$ cat src/rtl/uart_pkg.sv
// -----------------------------------------------------------------------------
// uart_pkg
// Declarations shared by the UART transmitter and receiver: the fixed line
// rate, the 2-bit frame state encoding, and the helper that turns a system
// clock frequency into clocks per bit.
// No ports (package).
// -----------------------------------------------------------------------------
package uart_pkg;

    localparam int BAUD_HZ = 100000;

    // Encoding is shared with uart_tx, so the values are pinned explicitly.
    typedef enum logic [1:0] {
        s_idle  = 2'd0,
        s_start = 2'd1,
        s_bit   = 2'd2,
        s_stop  = 2'd3
    } uart_state_e;

    function automatic int cycles_per_bit(input int clk_hz);
        return clk_hz / BAUD_HZ;
    endfunction

endpackage

$ cat src/rtl/uart_rx_sync.sv
// -----------------------------------------------------------------------------
// uart_rx_sync
// Brings the asynchronous serial line into the clk domain and derives the
// signals the receiver FSM needs.
//
// Ports:
//   clk        in   system clock, rising edge
//   reset      in   asynchronous, active-high reset (all flops reset to 1)
//   rx_async   in   raw serial line, idle high
//   rx_s       out  line after a 2-flop synchroniser
//   rx_fall    out  high for one cycle when rx_s has just gone 1 -> 0
//   rx_sample  out  value to use at a bit sample point
//
// Build option UART_RX_MAJORITY_EN: when defined, rx_sample is the majority
// of rx_s over the current and two preceding cycles; otherwise rx_sample is
// rx_s itself.
// -----------------------------------------------------------------------------
module uart_rx_sync (
    input  logic clk,
    input  logic reset,
    input  logic rx_async,
    output logic rx_s,
    output logic rx_fall,
    output logic rx_sample
);

    logic sync1_q;
    logic rx_s_q;
    logic rx_d_q;

    // Flops reset to 1 so that leaving reset never looks like a start edge.
    // NOTE: non-blocking assignments make every flop take its pre-edge input;
    // blocking ones would collapse this chain into a single flop.
    always_ff @(posedge clk or posedge reset) begin
        if (reset) begin
            sync1_q <= 1'b1;
            rx_s_q  <= 1'b1;
            rx_d_q  <= 1'b1;
        end else begin
            sync1_q <= rx_async;
            rx_s_q  <= sync1_q;
            rx_d_q  <= rx_s_q;
        end
    end

    assign rx_s    = rx_s_q;
    assign rx_fall = rx_d_q & ~rx_s_q;

`ifdef UART_RX_MAJORITY_EN
    logic rx_d2_q;

    always_ff @(posedge clk or posedge reset) begin
        if (reset) begin
            rx_d2_q <= 1'b1;
        end else begin
            rx_d2_q <= rx_d_q;
        end
    end

    // A single-cycle disturbance cannot outvote the two neighbouring samples.
    assign rx_sample = (rx_s_q & rx_d_q) | (rx_s_q & rx_d2_q) | (rx_d_q & rx_d2_q);
`else
    assign rx_sample = rx_s_q;
`endif

endmodule

$ cat src/rtl/uart_rx.sv
// -----------------------------------------------------------------------------
// uart_rx
// 8N1 UART receiver at the fixed package baud rate. Validates the start bit
// at mid-bit, samples eight data bits LSB-first at bit centres, checks the
// stop bit and presents each good byte with a one-cycle strobe.
//
// Parameters:
//   CLK_HZ         system clock frequency in Hz (clocks per bit must be >= 4)
//   COUNTER_WIDTH  bit-timer width
//
// Ports:
//   clk            in   system clock, rising edge
//   reset          in   asynchronous, active-high reset
//   UART_RX        in   serial line, idle high, asynchronous to clk
//   data           out  last correctly framed byte, held until the next one
//   valid          out  one-cycle strobe, data is new this cycle
//   framing_error  out  one-cycle strobe, stop bit was sampled low
//   busy           out  high while a frame is in progress
//
// Build option UART_RX_MAJORITY_EN: majority-of-three sampling (see
// uart_rx_sync). Sample points and latency are the same either way.
// -----------------------------------------------------------------------------
module uart_rx
    import uart_pkg::*;
#(
    parameter int CLK_HZ        = 1000000,
    parameter int COUNTER_WIDTH = $clog2(cycles_per_bit(CLK_HZ))
) (
    input  logic       clk,
    input  logic       reset,
    input  logic       UART_RX,
    output logic [7:0] data,
    output logic       valid,
    output logic       framing_error,
    output logic       busy
);

    localparam int N = cycles_per_bit(CLK_HZ);
    localparam int H = N / 2;
    localparam logic [COUNTER_WIDTH-1:0] BIT_LAST  = COUNTER_WIDTH'(N - 1);
    localparam logic [COUNTER_WIDTH-1:0] HALF_LAST = COUNTER_WIDTH'(H - 1);
    localparam logic [COUNTER_WIDTH-1:0] CNT_ONE   = COUNTER_WIDTH'(1);

    // The plain synchronised level is not needed here: edge detection and
    // sampling both come from dedicated outputs of the synchroniser.
    logic rx_s_unused;
    logic rx_fall;
    logic rx_sample;

    uart_rx_sync u_sync (
        .clk       (clk),
        .reset     (reset),
        .rx_async  (UART_RX),
        .rx_s      (rx_s_unused),
        .rx_fall   (rx_fall),
        .rx_sample (rx_sample)
    );

    uart_state_e              state_q, state_d;
    logic [COUNTER_WIDTH-1:0] cnt_q, cnt_d;
    logic [2:0]               bit_q, bit_d;
    logic [7:0]               shift_q, shift_d;
    logic [7:0]               data_q, data_d;
    logic                     valid_q, valid_d;
    logic                     ferr_q, ferr_d;
    logic                     busy_q, busy_d;

    always_comb begin
        // NOTE: every signal gets a default before the case so that no path
        // leaves one unassigned, which would infer a latch.
        state_d = state_q;
        cnt_d   = cnt_q;
        bit_d   = bit_q;
        shift_d = shift_q;
        data_d  = data_q;
        valid_d = 1'b0;
        ferr_d  = 1'b0;

        case (state_q)
            s_idle: begin
                // Edge-triggered so a line stuck low cannot restart frames.
                if (rx_fall) begin
                    state_d = s_start;
                    cnt_d   = '0;
                    bit_d   = '0;
                end
            end

            s_start: begin
                if (cnt_q == HALF_LAST) begin
                    cnt_d   = '0;
                    // High at mid start bit means a glitch, not a frame.
                    state_d = rx_sample ? s_idle : s_bit;
                end else begin
                    cnt_d = cnt_q + CNT_ONE;
                end
            end

            s_bit: begin
                if (cnt_q == BIT_LAST) begin
                    cnt_d          = '0;
                    shift_d[bit_q] = rx_sample;
                    if (bit_q == 3'd7) begin
                        state_d = s_stop;
                    end else begin
                        bit_d = bit_q + 3'd1;
                    end
                end else begin
                    cnt_d = cnt_q + CNT_ONE;
                end
            end

            s_stop: begin
                if (cnt_q == BIT_LAST) begin
                    // Leave at the stop-bit centre: half a bit of slack
                    // before a back-to-back start edge can arrive.
                    cnt_d   = '0;
                    state_d = s_idle;
                    if (rx_sample) begin
                        data_d  = shift_q;
                        valid_d = 1'b1;
                    end else begin
                        ferr_d = 1'b1;
                    end
                end else begin
                    cnt_d = cnt_q + CNT_ONE;
                end
            end

            default: state_d = s_idle;
        endcase

        // Registered from the next state so busy drops with the strobe edge.
        busy_d = (state_d != s_idle);
    end

    always_ff @(posedge clk or posedge reset) begin
        if (reset) begin
            state_q <= s_idle;
            cnt_q   <= '0;
            bit_q   <= '0;
            shift_q <= '0;
            data_q  <= '0;
            valid_q <= 1'b0;
            ferr_q  <= 1'b0;
            busy_q  <= 1'b0;
        end else begin
            state_q <= state_d;
            cnt_q   <= cnt_d;
            bit_q   <= bit_d;
            shift_q <= shift_d;
            data_q  <= data_d;
            valid_q <= valid_d;
            ferr_q  <= ferr_d;
            busy_q  <= busy_d;
        end
    end

    assign data          = data_q;
    assign valid         = valid_q;
    assign framing_error = ferr_q;
    assign busy          = busy_q;

endmodule

$ cat config.mk
export PLATFORM = sky130hd
export DESIGN_NAME = uart_rx
export DESIGN_NICKNAME = d
export VERILOG_FILES = /design/src/rtl/uart_pkg.sv /design/src/rtl/uart_rx_sync.sv /design/src/rtl/uart_rx.sv
export SDC_FILE = /design/constraint.sdc
export NUM_CORES = 1
export LEC_CHECK = 0
export BUFFER_PORTS_ARGS = -buffer_cell sky130_fd_sc_hd__buf_2
export CAP_MARGIN = 20
export CORE_MARGIN = 2
export CORE_UTILIZATION = 50
export CTS_CLUSTER_DIAMETER = 80
export DETAILED_ROUTE_END_ITERATION = 6
export GPL_TIMING_DRIVEN = 0
export PLACE_DENSITY = 0.74
export SETUP_SLACK_MARGIN = 0.05
export SLEW_MARGIN = 10
export SYNTH_ARGS = -nofsm -noshare
export SYNTH_HDL_FRONTEND = slang
export SYNTH_SLANG_ARGS = --single-unit
$ cat constraint.sdc
create_clock -name clk -period 2.2 [get_ports clk]
set_clock_uncertainty 0.1 [all_clocks]
set_input_delay 0.33 -clock clk [delete_from_list [all_inputs] [get_ports clk]]
set_output_delay 0.33 -clock clk [all_outputs]
set_load 0.02 [all_outputs]
==> results of run 1 <==
through the flow:
stage | hold WS [ns] | util
after floorplan | 0.234 | -
after global placement | 0.247 | 0.560
after detailed placement | 0.246 | 0.570
after CTS | 0.262 | 0.595
after global routing | 0.270 | 0.601
final | 0.261 | 0.601
what timing repair did:
action	CTS	global route
setup endpoints to repair	0	7
hold endpoints to repair	9	0
resized for setup	0	0
buffers inserted	0	2
hold buffers	2	0
power by group:
group	total, mW	leakage [nW]	internal, mW	switching (mW)
Clock	0.301	0.0293	0.124	0.177
Combinational	0.434	0.392	0.184	0.250
Sequential	0.735	0.406	0.651	0.0834
Total	1.47	0.827	0.959	0.510
final cells by class:
type	count	area [um^2]
Buffer	5	21.3
Clock buffer	7	45.0
Clock inverter	1	5.00
Fill cell	226	1090
Inverter	9	33.8
Multi-Input combinational cell	70	592
Sequential cell	31	779
Tap cell	31	38.8
Timing Repair Buffer	18	128
registers in the layout, summed over array words and instances, names as in the netlist:
name	flops
bit_q	3
busy	1
cnt_q	4
data	8
framing_error	1
shift_q	8
state_q	2
u_sync.rx_d_q	1
u_sync.rx_s	1
u_sync.sync1_q	1
valid	1
path summary, 6_finish.rpt:
path                                start          end  slack, ns  cells after the start
setup reg to reg                 cnt_q[1]   shift_q[3]       0.21                      5
setup / recovery                 cnt_q[1]   shift_q[3]       0.21                      5
hold / removal             u_sync.sync1_q  u_sync.rx_s       0.26                      0
hold reg to reg            u_sync.sync1_q  u_sync.rx_s       0.26                      0
max in group asynchronous           reset  u_sync.rx_s       1.04                      4
min in group asynchronous           reset     cnt_q[3]       0.43                      3
kinds of logic (layout without fill, tap and decap cells):
group,after synthesis,count (layout),share of synthesized area
AND/OR/NAND/NOR,37,37,0.179
flip-flops,31,31,0.546
multiplexers,19,19,0.147
buffers and inverters,14,40,0.0386
AO/OA/AOI/OAI,9,9,0.0447
adder cells (fa/ha/maj),5,5,0.0439
routing by layer:
metal | track usage | part of all wire | up-vias
met3 | 0.0612 | 0.046 | 6
li1 | - | - | 468
met1 | 0.212 | 0.44 | 472
met5 | 0 | 0 | -
met4 | 0.0864 | 0.020 | 0
met2 | 0.284 | 0.50 | 25
worst reg2reg max path: stages (launching register included):
cell and delay [ns]:
sky130_fd_sc_hd__dfrtp_1 0.41, sky130_fd_sc_hd__inv_1 0.11, sky130_fd_sc_hd__ha_1 0.28, sky130_fd_sc_hd__nand4b_4 0.15
sky130_fd_sc_hd__or4_1 0.50, sky130_fd_sc_hd__mux2_1 0.32
cells in the final DEF, fill, tap and decap left out, types with 3 or more instances in the layout:
| cell | count |
|---|---|
| sky130_fd_sc_hd__nand2_1 | 5 |
| sky130_fd_sc_hd__clkbuf_1 | 5 |
| sky130_fd_sc_hd__inv_1 | 9 |
| sky130_fd_sc_hd__buf_2 | 15 |
| sky130_fd_sc_hd__or3_1 | 3 |
| sky130_fd_sc_hd__dfstp_2 | 3 |
| sky130_fd_sc_hd__nor3_1 | 7 |
| sky130_fd_sc_hd__mux2i_1 | 3 |
| sky130_fd_sc_hd__clkbuf_4 | 5 |
| sky130_fd_sc_hd__mux2_2 | 15 |
| sky130_fd_sc_hd__nand4_1 | 4 |
| sky130_fd_sc_hd__ha_1 | 5 |
| sky130_fd_sc_hd__dfrtp_1 | 28 |
==> impl_metrics.py, run 1 <==
metrics = {
    "outcome": {
        "outcome": "complete, no violations",
    },
    "yosys": {
        "post_synth.cell_area_avg_um2": 12.4,
        "asyncSetResetFlopFracSynth": 1.00,
        "syn_nets": 123,
        "ys_top_cells_by_area": "sky130_fd_sc_hd__dfrtp_1, sky130_fd_sc_hd__mux2_2, sky130_fd_sc_hd__dfstp_2",
        "ys_ff_latch": 31,
        "synth_enable_flop_cells": 0,
        "synth_top_area_share": 0.491,
        "yosys_most_used_dff": "sky130_fd_sc_hd__dfrtp_1",
        "yosysUniqueCellTypes": 35,
        "synth_warnings": 0,
        "synth_top_cells_by_count": "sky130_fd_sc_hd__dfrtp_1, sky130_fd_sc_hd__mux2_2, sky130_fd_sc_hd__inv_1",
        "synth.largest_area_cell": "sky130_fd_sc_hd__dfrtp_1",
        "post_synth_inst_count": 115,
        "yosys.cell_count.top_type": "sky130_fd_sc_hd__dfrtp_1",
        "seq_total_area_yosys": 0.546,
        "post_synth_instance_area_um2": 1430,
    },
    "cells_and_area": {
        "final_std_cell_area_no_fill_um2": 1640,
        "flow.area_growth_from_synthesis_pct": 15.2,
        "drive_above_1_share": 0.340,
        "finalNonFillerCells": 172,
        "antenna_cells": 0,
        "finish.net_count": 148,
    },
    "place": {
        "dp.final_hpwl_um": 1730,
        "dp.cells": 160,
        "post_dp_cell_area_um2": 1560,
        "place_congestion": 0.832,
        "dp_worst_setup_slack_ns": 0.178,
        "io_buffers": 13,
    },
    "critical_path": {
        "timing.critical_path.fanout_max": 6,
        "worst-setup-path-type": "flop to flop",
        "critPathCaptureType": "flop",
        "critical-path-top-delay-family": "simple AND/OR/NAND/NOR gates",
        "critPathLaunchType": "flop",
        "worstPathCellList": "inv_1 -> ha_1 -> nand4b_4 -> or4_1 -> mux2_1",
        "critical_path.n_buffers_inverters": 1,
        "max_stage_delay_ns": 0.50,
        "worst-endpoint-required_ns": 2.31,
        "worst-endpoint-arrival_ns": 2.10,
        "critical_path.slowest_cell": "sky130_fd_sc_hd__or4_1",
    },
    "timing": {
        "final.min_clock_period_ns": 1.99,
        "unrepaired_setup_endpoints_after_global_routing": "no",
        "setup_tns_ns": 0,
        "worst_pin_slew_ns": 0.455,
        "slew_headroom": 0.693,
        "setup_ws_ns": 0.206,
        "hold_viol": 0,
        "fin_crit_sh": 0.907,
        "timing.final.setup_violations": 0,
        "number_of_max_slew_violations_in_the_final_report": 0,
        "fmax_ghz": 0.501,
    },
    "clock_network": {
        "numClockSinks": 31,
        "h_tree_depth_reported_by_cts": 2,
        "clk_latency_ns": 0.32,
        "cts_inserted_buffers": 5,
        "cts.clk_slew.worst_paths_ns": 0.09,
        "clock_path_buffers": 2,
        "tritoncts": "built",
        "ctsRootBufferMaster": "sky130_fd_sc_hd__clkbuf_4",
    },
    "grt": {
        "grt_start_max_net_pins": 24,
        "grt_overflow": 0,
        "first_global_vias": 961,
        "antenna_violations_before_repair": 0,
        "grt_pass1_wl_um": 4310,
        "global_route.usage.total": 0.177,
    },
    "die": {
        "row_count": 19,
        "floorplan.io_pins": 14,
        "coreArea_um2": 2730,
        "die_area_um2": 3300,
        "die_h_um": 57.4,
        "die_w_um": 57.4,
        "effective_utilization_at_floorplan": 0.522,
    },
    "power": {
        "power_density_nw_per_um2": 895,
        "report.power.total_mw": 1.47,
        "static-leakage-power_nw": 0.827,
        "vdd_drop_max_uv": 569,
    },
    "route": {
        "via_density_per_instance": 5.65,
        "detail_route.wl_per_cell_um": 14.3,
        "drt_iter0_markers": 12,
        "detailroute.via_count": 971,
        "drt_pre_antenna_iters": 4,
        "wirelength_um": 2460,
        "route.antenna.remaining_nets": 0,
        "detail_route.drc_violations": 0,
    },
    "min_path": {
        "timing.hold.worst.class": "flop to flop",
    },
    "flow_run": {
        "maxCapViolCount": 0,
    },
}
Power figures use the tool's default switching activity.
==> run 2, diff against run 1 <==
--- a/config.mk
+++ b/config.mk
@@ -12,7 +12,7 @@
 export CTS_CLUSTER_DIAMETER = 80
 export DETAILED_ROUTE_END_ITERATION = 6
 export GPL_TIMING_DRIVEN = 0
-export PLACE_DENSITY = 0.74
+export PLACE_DENSITY = 0.77
 export SETUP_SLACK_MARGIN = 0.05
 export SLEW_MARGIN = 10
 export SYNTH_ARGS = -nofsm -noshare
==> constraint.sdc (replaced) <==
create_clock -name clk -period 1.8 [get_ports clk]
set_clock_uncertainty 0.1 [all_clocks]
set_input_delay 0.27 -clock clk [delete_from_list [all_inputs] [get_ports clk]]
set_output_delay 0.27 -clock clk [all_outputs]
set_load 0.02 [all_outputs]
==> impl_metrics.py, run 2 (synthesis results as in run 1) <==
metrics = {
    "outcome": {
        "outcome": "complete, no violations",
    },
    "place": {
        "place_congestion": 0.820,
        "io_buffers": 13,
        "dp_worst_setup_slack_ns": -0.0695,
        "post_dp_cell_area_um2": 1540,
        "dp.final_hpwl_um": 1740,
    },
    "critical_path": {
        "worst-endpoint-arrival_ns": 1.90,
        "worstPathCellList": "inv_2 -> ha_4 -> nand4b_4 -> or4_4 -> mux2_4",
        "worst-setup-path-type": "flop to flop",
        "ff_to_ff_end": "shift_q[3]",
        "worst-endpoint-required_ns": 1.92,
        "timing.critical_path.fanout_max": 6,
        "rr_startpoint": "cnt_q[1]",
        "max_stage_delay_ns": 0.46,
        "critPathCaptureType": "flop",
        "critical_path.slowest_cell": "sky130_fd_sc_hd__or4_4",
        "reg2regPathDepth": 5,
        "r2r_slack_ns": 0.02,
        "critPathLaunchType": "flop",
    },
    "power": {
        "vdd_drop_max_uv": 966,
        "power_density_nw_per_um2": 1190,
        "power.switching_mw": 0.704,
        "p_comb_frac": 0.322,
        "power.clock.fraction": 0.264,
        "seq_power_share": 0.414,
        "cellInternalPower_mw": 1.46,
        "static-leakage-power_nw": 0.889,
        "report.power.total_mw": 2.16,
        "netSwitchingFraction": 0.325,
    },
    "clock_network": {
        "clk_latency_ns": 0.33,
        "ctsRootBufferMaster": "sky130_fd_sc_hd__clkbuf_4",
        "tritoncts": "built",
        "cts.clk_slew.worst_paths_ns": 0.10,
        "cts_inserted_buffers": 5,
        "numClockSinks": 31,
        "h_tree_depth_reported_by_cts": 2,
        "clock_path_buffers": 2,
    },
    "die": {
        "die_area_um2": 3300,
        "die_w_um": 57.4,
        "effective_utilization_at_floorplan": 0.522,
        "floorplan.io_pins": 14,
        "die_h_um": 57.4,
        "row_count": 19,
        "coreArea_um2": 2730,
    },
    "route": {
        "drt_iter0_markers": 16,
        "wirelength_um": 2740,
        "detailroute.via_count": 1012,
        "detail_route.drc_violations": 0,
        "route.antenna.remaining_nets": 0,
        "detail_route.wl_per_cell_um": 15.4,
        "drt_pre_antenna_iters": 4,
        "via_density_per_instance": 5.69,
    },
    "timing": {
        "number_of_max_slew_violations_in_the_final_report": 0,
        "worst_pin_slew_ns": 0.470,
        "slew_headroom": 0.685,
        "fin_crit_sh": 0.989,
        "unrepaired_setup_endpoints_after_global_routing": "yes",
        "hold_viol": 0,
        "final.min_clock_period_ns": 1.78,
        "fmax_ghz": 0.562,
        "setup_ws_ns": 0.0196,
        "timing.final.setup_violations": 0,
    },
    "cells_and_area": {
        "multiInputGateArea_um2": 658,
        "register_area_um2": 782,
        "antenna_cells": 0,
        "final_cell_mix": "sky130_fd_sc_hd__dfrtp_1, sky130_fd_sc_hd__buf_2, sky130_fd_sc_hd__mux2_2, sky130_fd_sc_hd__buf_4, sky130_fd_sc_hd__inv_1",
        "drive_above_1_share": 0.490,
        "flow.area_growth_from_synthesis_pct": 27.1,
        "mostFrequentLayoutCell": "sky130_fd_sc_hd__dfrtp_1",
        "n_fill_cell": 201,
        "final_std_cell_area_no_fill_um2": 1810,
        "finish.net_count": 154,
        "final_util": 0.663,
    },
    "grt": {
        "first_global_vias": 982,
        "grt_pass1_wl_um": 4260,
        "global_route.usage.total": 0.174,
        "grt_overflow": 0,
        "grt_start_max_net_pins": 32,
        "antenna_violations_before_repair": 0,
    },
    "min_path": {
        "timing.hold.worst.class": "flop to flop",
        "hold-path-cell-count": 0,
        "hold_path.startpoint": "u_sync.sync1_q",
        "timing.hold.worst_endpoint": "u_sync.rx_s",
    },
    "flow_run": {
        "maxCapViolCount": 0,
    },
}
run 2: per-layer routing:
layer	vias up	GRT usage	routed length [um]
met4	0	0.0864	47
met2	21	0.274	1420
met3	6	0.0680	111
li1	479	-	-
met5	-	0	0
met1	506	0.207	1160
run 2: worst max-delay path: cells and delay by family, from the launching register on:
family / cells / cell delay [ns]
multiplexers: 1 / 0.31
adder cells (fa/ha/maj): 1 / 0.16
flip-flops: 1 / 0.41
AND/OR/NAND/NOR: 2 / 0.61
buffers and inverters: 1 / 0.09
run 2: what timing repair did:
action,CTS,global route
endpoints found under the hold margin,1,7
pin swaps,2,1
resized for setup,6,10
hold buffers,1,1
endpoints found under the setup margin,14,21
setup buffers,3,6
run 2: cell type report:
| cell class | count | share of cell area |
|---|---|---|
| timing repair buffer | 25 | 0.106 |
| multi-input combinational | 70 | 0.363 |
| clock inverter | 2 | 0.0193 |
| inverter | 9 | 0.0186 |
| sequential | 31 | 0.431 |
| buffer | 4 | 0.0117 |
| clock buffer | 6 | 0.0283 |
| tap | 31 | 0.0214 |
run 2: how the worst max path moves through the flow:
stage,from,end,slack (ns)
finish,cnt_q[1],shift_q[3],0.02
global route,cnt_q[1],shift_q[4],-0.04
CTS,cnt_q[1],shift_q[3],0.01
detailed placement,cnt_q[1],shift_q[3],-0.07
global placement,cnt_q[1],shift_q[3],-0.02
floorplan,cnt_q[1],shift_q[3],0.06
run 2: metrics by stage:
stage,cells,hold slack [ns],TNS [ns]
3_3_place_gp,159,0.247,-0.0152
6_report,178,0.273,0
2_1_floorplan,115,0.174,0
3_5_place_dp,159,0.253,-0.229
5_1_grt,178,0.272,-0.133
4_1_cts,171,0.157,0
run 2: power groups by stage:
stage	combinational, mW	clock [mW]	sequential (mW)
after detailed placement	0.533	0	0.917
after floorplan	0.411	0	0.905
after global routing	0.759	0.618	0.907
after global placement	0.497	0	0.911
after CTS	0.583	0.579	0.896
final	0.696	0.571	0.896
==> run 3, diff against run 2 <==
--- a/config.mk
+++ b/config.mk
@@ -17,4 +17,5 @@
 export SLEW_MARGIN = 10
 export SYNTH_ARGS = -nofsm -noshare
 export SYNTH_HDL_FRONTEND = slang
+export SYNTH_HIERARCHICAL = 1
 export SYNTH_SLANG_ARGS = --single-unit
==> impl_metrics.py, run 3 <==
metrics = {
    "outcome": {
        "outcome": "complete, no violations",
    },
    "route": {
        "route.antenna.remaining_nets": 0,
        "wirelength_um": 3120,
        "detailroute.via_count": 1125,
        "via_density_per_instance": 5.71,
        "drt_pre_antenna_iters": 4,
        "detail_route.drc_violations": 0,
        "drt_iter0_markers": 23,
        "detail_route.wl_per_cell_um": 15.8,
    },
    "die": {
        "die_w_um": 59.6,
        "die_h_um": 59.6,
        "floorplan.io_pins": 14,
        "effective_utilization_at_floorplan": 0.515,
        "die_area_um2": 3550,
        "coreArea_um2": 3000,
        "row_count": 20,
    },
    "yosys": {
        "synth_top_area_share": 0.453,
        "ys_ff_latch": 31,
        "post_synth_instance_area_um2": 1550,
        "ys_top_cells_by_area": "sky130_fd_sc_hd__dfrtp_1, sky130_fd_sc_hd__mux2_4, sky130_fd_sc_hd__dfstp_2",
        "yosys_most_used_dff": "sky130_fd_sc_hd__dfrtp_1",
        "synth_enable_flop_cells": 0,
        "asyncSetResetFlopFracSynth": 1.00,
        "syn_nets": 135,
        "post_synth.cell_area_avg_um2": 12.2,
        "synth_warnings": 6,
        "seq_total_area_yosys": 0.504,
        "post_synth_inst_count": 127,
        "yosys.cell_count.top_type": "sky130_fd_sc_hd__dfrtp_1",
        "yosysUniqueCellTypes": 44,
        "synth_top_cells_by_count": "sky130_fd_sc_hd__dfrtp_1, sky130_fd_sc_hd__nand2_1, sky130_fd_sc_hd__mux2_4",
        "synth.largest_area_cell": "sky130_fd_sc_hd__dfrtp_1",
    },
    "cells_and_area": {
        "antenna_cells": 0,
        "final_util": 0.668,
        "flow.area_growth_from_synthesis_pct": 29.7,
        "mostFrequentLayoutCell": "sky130_fd_sc_hd__dfrtp_1",
        "drive_above_1_share": 0.476,
        "finish.net_count": 171,
        "final_cell_mix": "sky130_fd_sc_hd__dfrtp_1, sky130_fd_sc_hd__buf_2, sky130_fd_sc_hd__buf_4, sky130_fd_sc_hd__mux2_4, sky130_fd_sc_hd__nand2_1",
        "final_std_cell_area_no_fill_um2": 2010,
    },
    "place": {
        "place_congestion": 0.854,
        "io_buffers": 13,
        "dp.final_hpwl_um": 1960,
        "post_dp_cell_area_um2": 1690,
        "dp_worst_setup_slack_ns": -0.130,
    },
    "flow_run": {
        "maxCapViolCount": 0,
    },
    "power": {
        "report.power.total_mw": 2.24,
        "power_density_nw_per_um2": 1120,
        "vdd_drop_max_uv": 780,
        "static-leakage-power_nw": 0.945,
    },
    "critical_path": {
        "worst-endpoint-required_ns": 1.92,
        "worst-endpoint-arrival_ns": 1.89,
        "critPathCaptureType": "flop",
        "worstSetupPathDepth": 4,
        "worst-setup-path-type": "flop to flop",
        "reg2regPathDepth": 4,
        "critical-path-top-delay-family": "simple AND/OR/NAND/NOR gates",
        "worstPathCellList": "buf_6 -> or4b_4 -> nor4_4 -> mux2_4",
        "max_stage_delay_ns": 0.54,
        "r2r_slack_ns": 0.03,
        "critical_path.n_buffers_inverters": 1,
        "critical_path.slowest_cell": "sky130_fd_sc_hd__or4b_4",
        "timing.critical_path.fanout_max": 4,
        "critPathLaunchType": "flop",
    },
    "min_path": {
        "timing.hold.worst.class": "flop to flop",
        "hold-path-cell-count": 0,
    },
    "timing": {
        "fin_crit_sh": 0.985,
        "slew_headroom": 0.668,
        "number_of_max_slew_violations_in_the_final_report": 0,
        "unrepaired_setup_endpoints_after_global_routing": "yes",
        "setup_ws_ns": 0.0276,
        "worst_pin_slew_ns": 0.498,
        "setup_tns_ns": 0,
        "timing.final.setup_violations": 0,
        "fmax_ghz": 0.564,
        "hold_viol": 0,
        "final.min_clock_period_ns": 1.77,
    },
    "clock_network": {
        "clk_latency_ns": 0.33,
        "ctsRootBufferMaster": "sky130_fd_sc_hd__clkbuf_4",
        "clock_path_buffers": 2,
        "cts_inserted_buffers": 5,
        "tritoncts": "built",
        "cts.clk_slew.worst_paths_ns": 0.09,
        "h_tree_depth_reported_by_cts": 2,
        "numClockSinks": 31,
    },
    "grt": {
        "first_global_vias": 1107,
        "grt_start_max_net_pins": 29,
        "grt_overflow": 0,
        "grt_pass1_wl_um": 4760,
        "antenna_violations_before_repair": 0,
        "global_route.usage.total": 0.187,
    },
}
run 3: stage by stage:
stage | hold WS, ns | instances
3_5_place_dp | 0.235 | 173
3_3_place_gp | 0.221 | 173
4_1_cts | 0.267 | 189
6_report | 0.266 | 197
2_1_floorplan | 0.103 | 127
5_1_grt | 0.274 | 197
run 3: cell type report:
class | instances | area [um^2]
Tap cell | 33 | 41.3
Clock inverter | 2 | 12.5
Sequential cell | 31 | 781
Timing Repair Buffer | 30 | 251
Clock buffer | 6 | 41.3
Multi-Input combinational cell | 79 | 792
Fill cell | 224 | 997
Buffer | 8 | 56.3
Inverter | 8 | 30.0
run 3: repair_timing:
action / in CTS / in global routing
buffers inserted: 6 / 7
endpoints found under the setup margin: 14 / 16
endpoints found under the hold margin: 4 / 0
pin swaps: 8 / 2
gates cloned: 0 / 1
gates resized for setup: 9 / 12
hold buffers: 2 / 0
run 3: cells by family (layout without fill, tap and decap cells):
| family | after synthesis | after routing | synth area share |
|---|---|---|---|
| AO/OA/AOI/OAI | 19 | 19 | 0.0833 |
| adder cells (fa/ha/maj) | 5 | 5 | 0.0405 |
| buffers and inverters | 17 | 54 | 0.0542 |
| flip-flops | 31 | 31 | 0.504 |
| AND/OR/NAND/NOR | 39 | 39 | 0.176 |
| XOR/XNOR | 1 | 1 | 0.00566 |
| multiplexers | 15 | 15 | 0.136 |
run 3: path summary, 6_finish.rpt:
path | startpoint | endpoint
worst max register to register | cnt_q[2] | shift_q[0]
worst min register to register | u_sync/sync1_q | u_sync/rx_s
min in group asynchronous | reset | data[0]
max in group asynchronous | reset | shift_q[6]
worst max-delay path | cnt_q[2] | shift_q[0]
worst min-delay path | u_sync/sync1_q | u_sync/rx_s
run 3: power breakdown:
part	internal (mW)	switching, mW
logic	0.450	0.529
clock network	0.150	0.238
registers	0.802	0.0751
total	1.40	0.842
run 3: layer usage:
metal  track usage  up-vias  share of wire
met5             0        -              0
met2         0.320       35           0.51
met3        0.0633       10          0.044
met4        0.0984        0          0.022
li1              -      529              -
met1         0.203      551           0.42
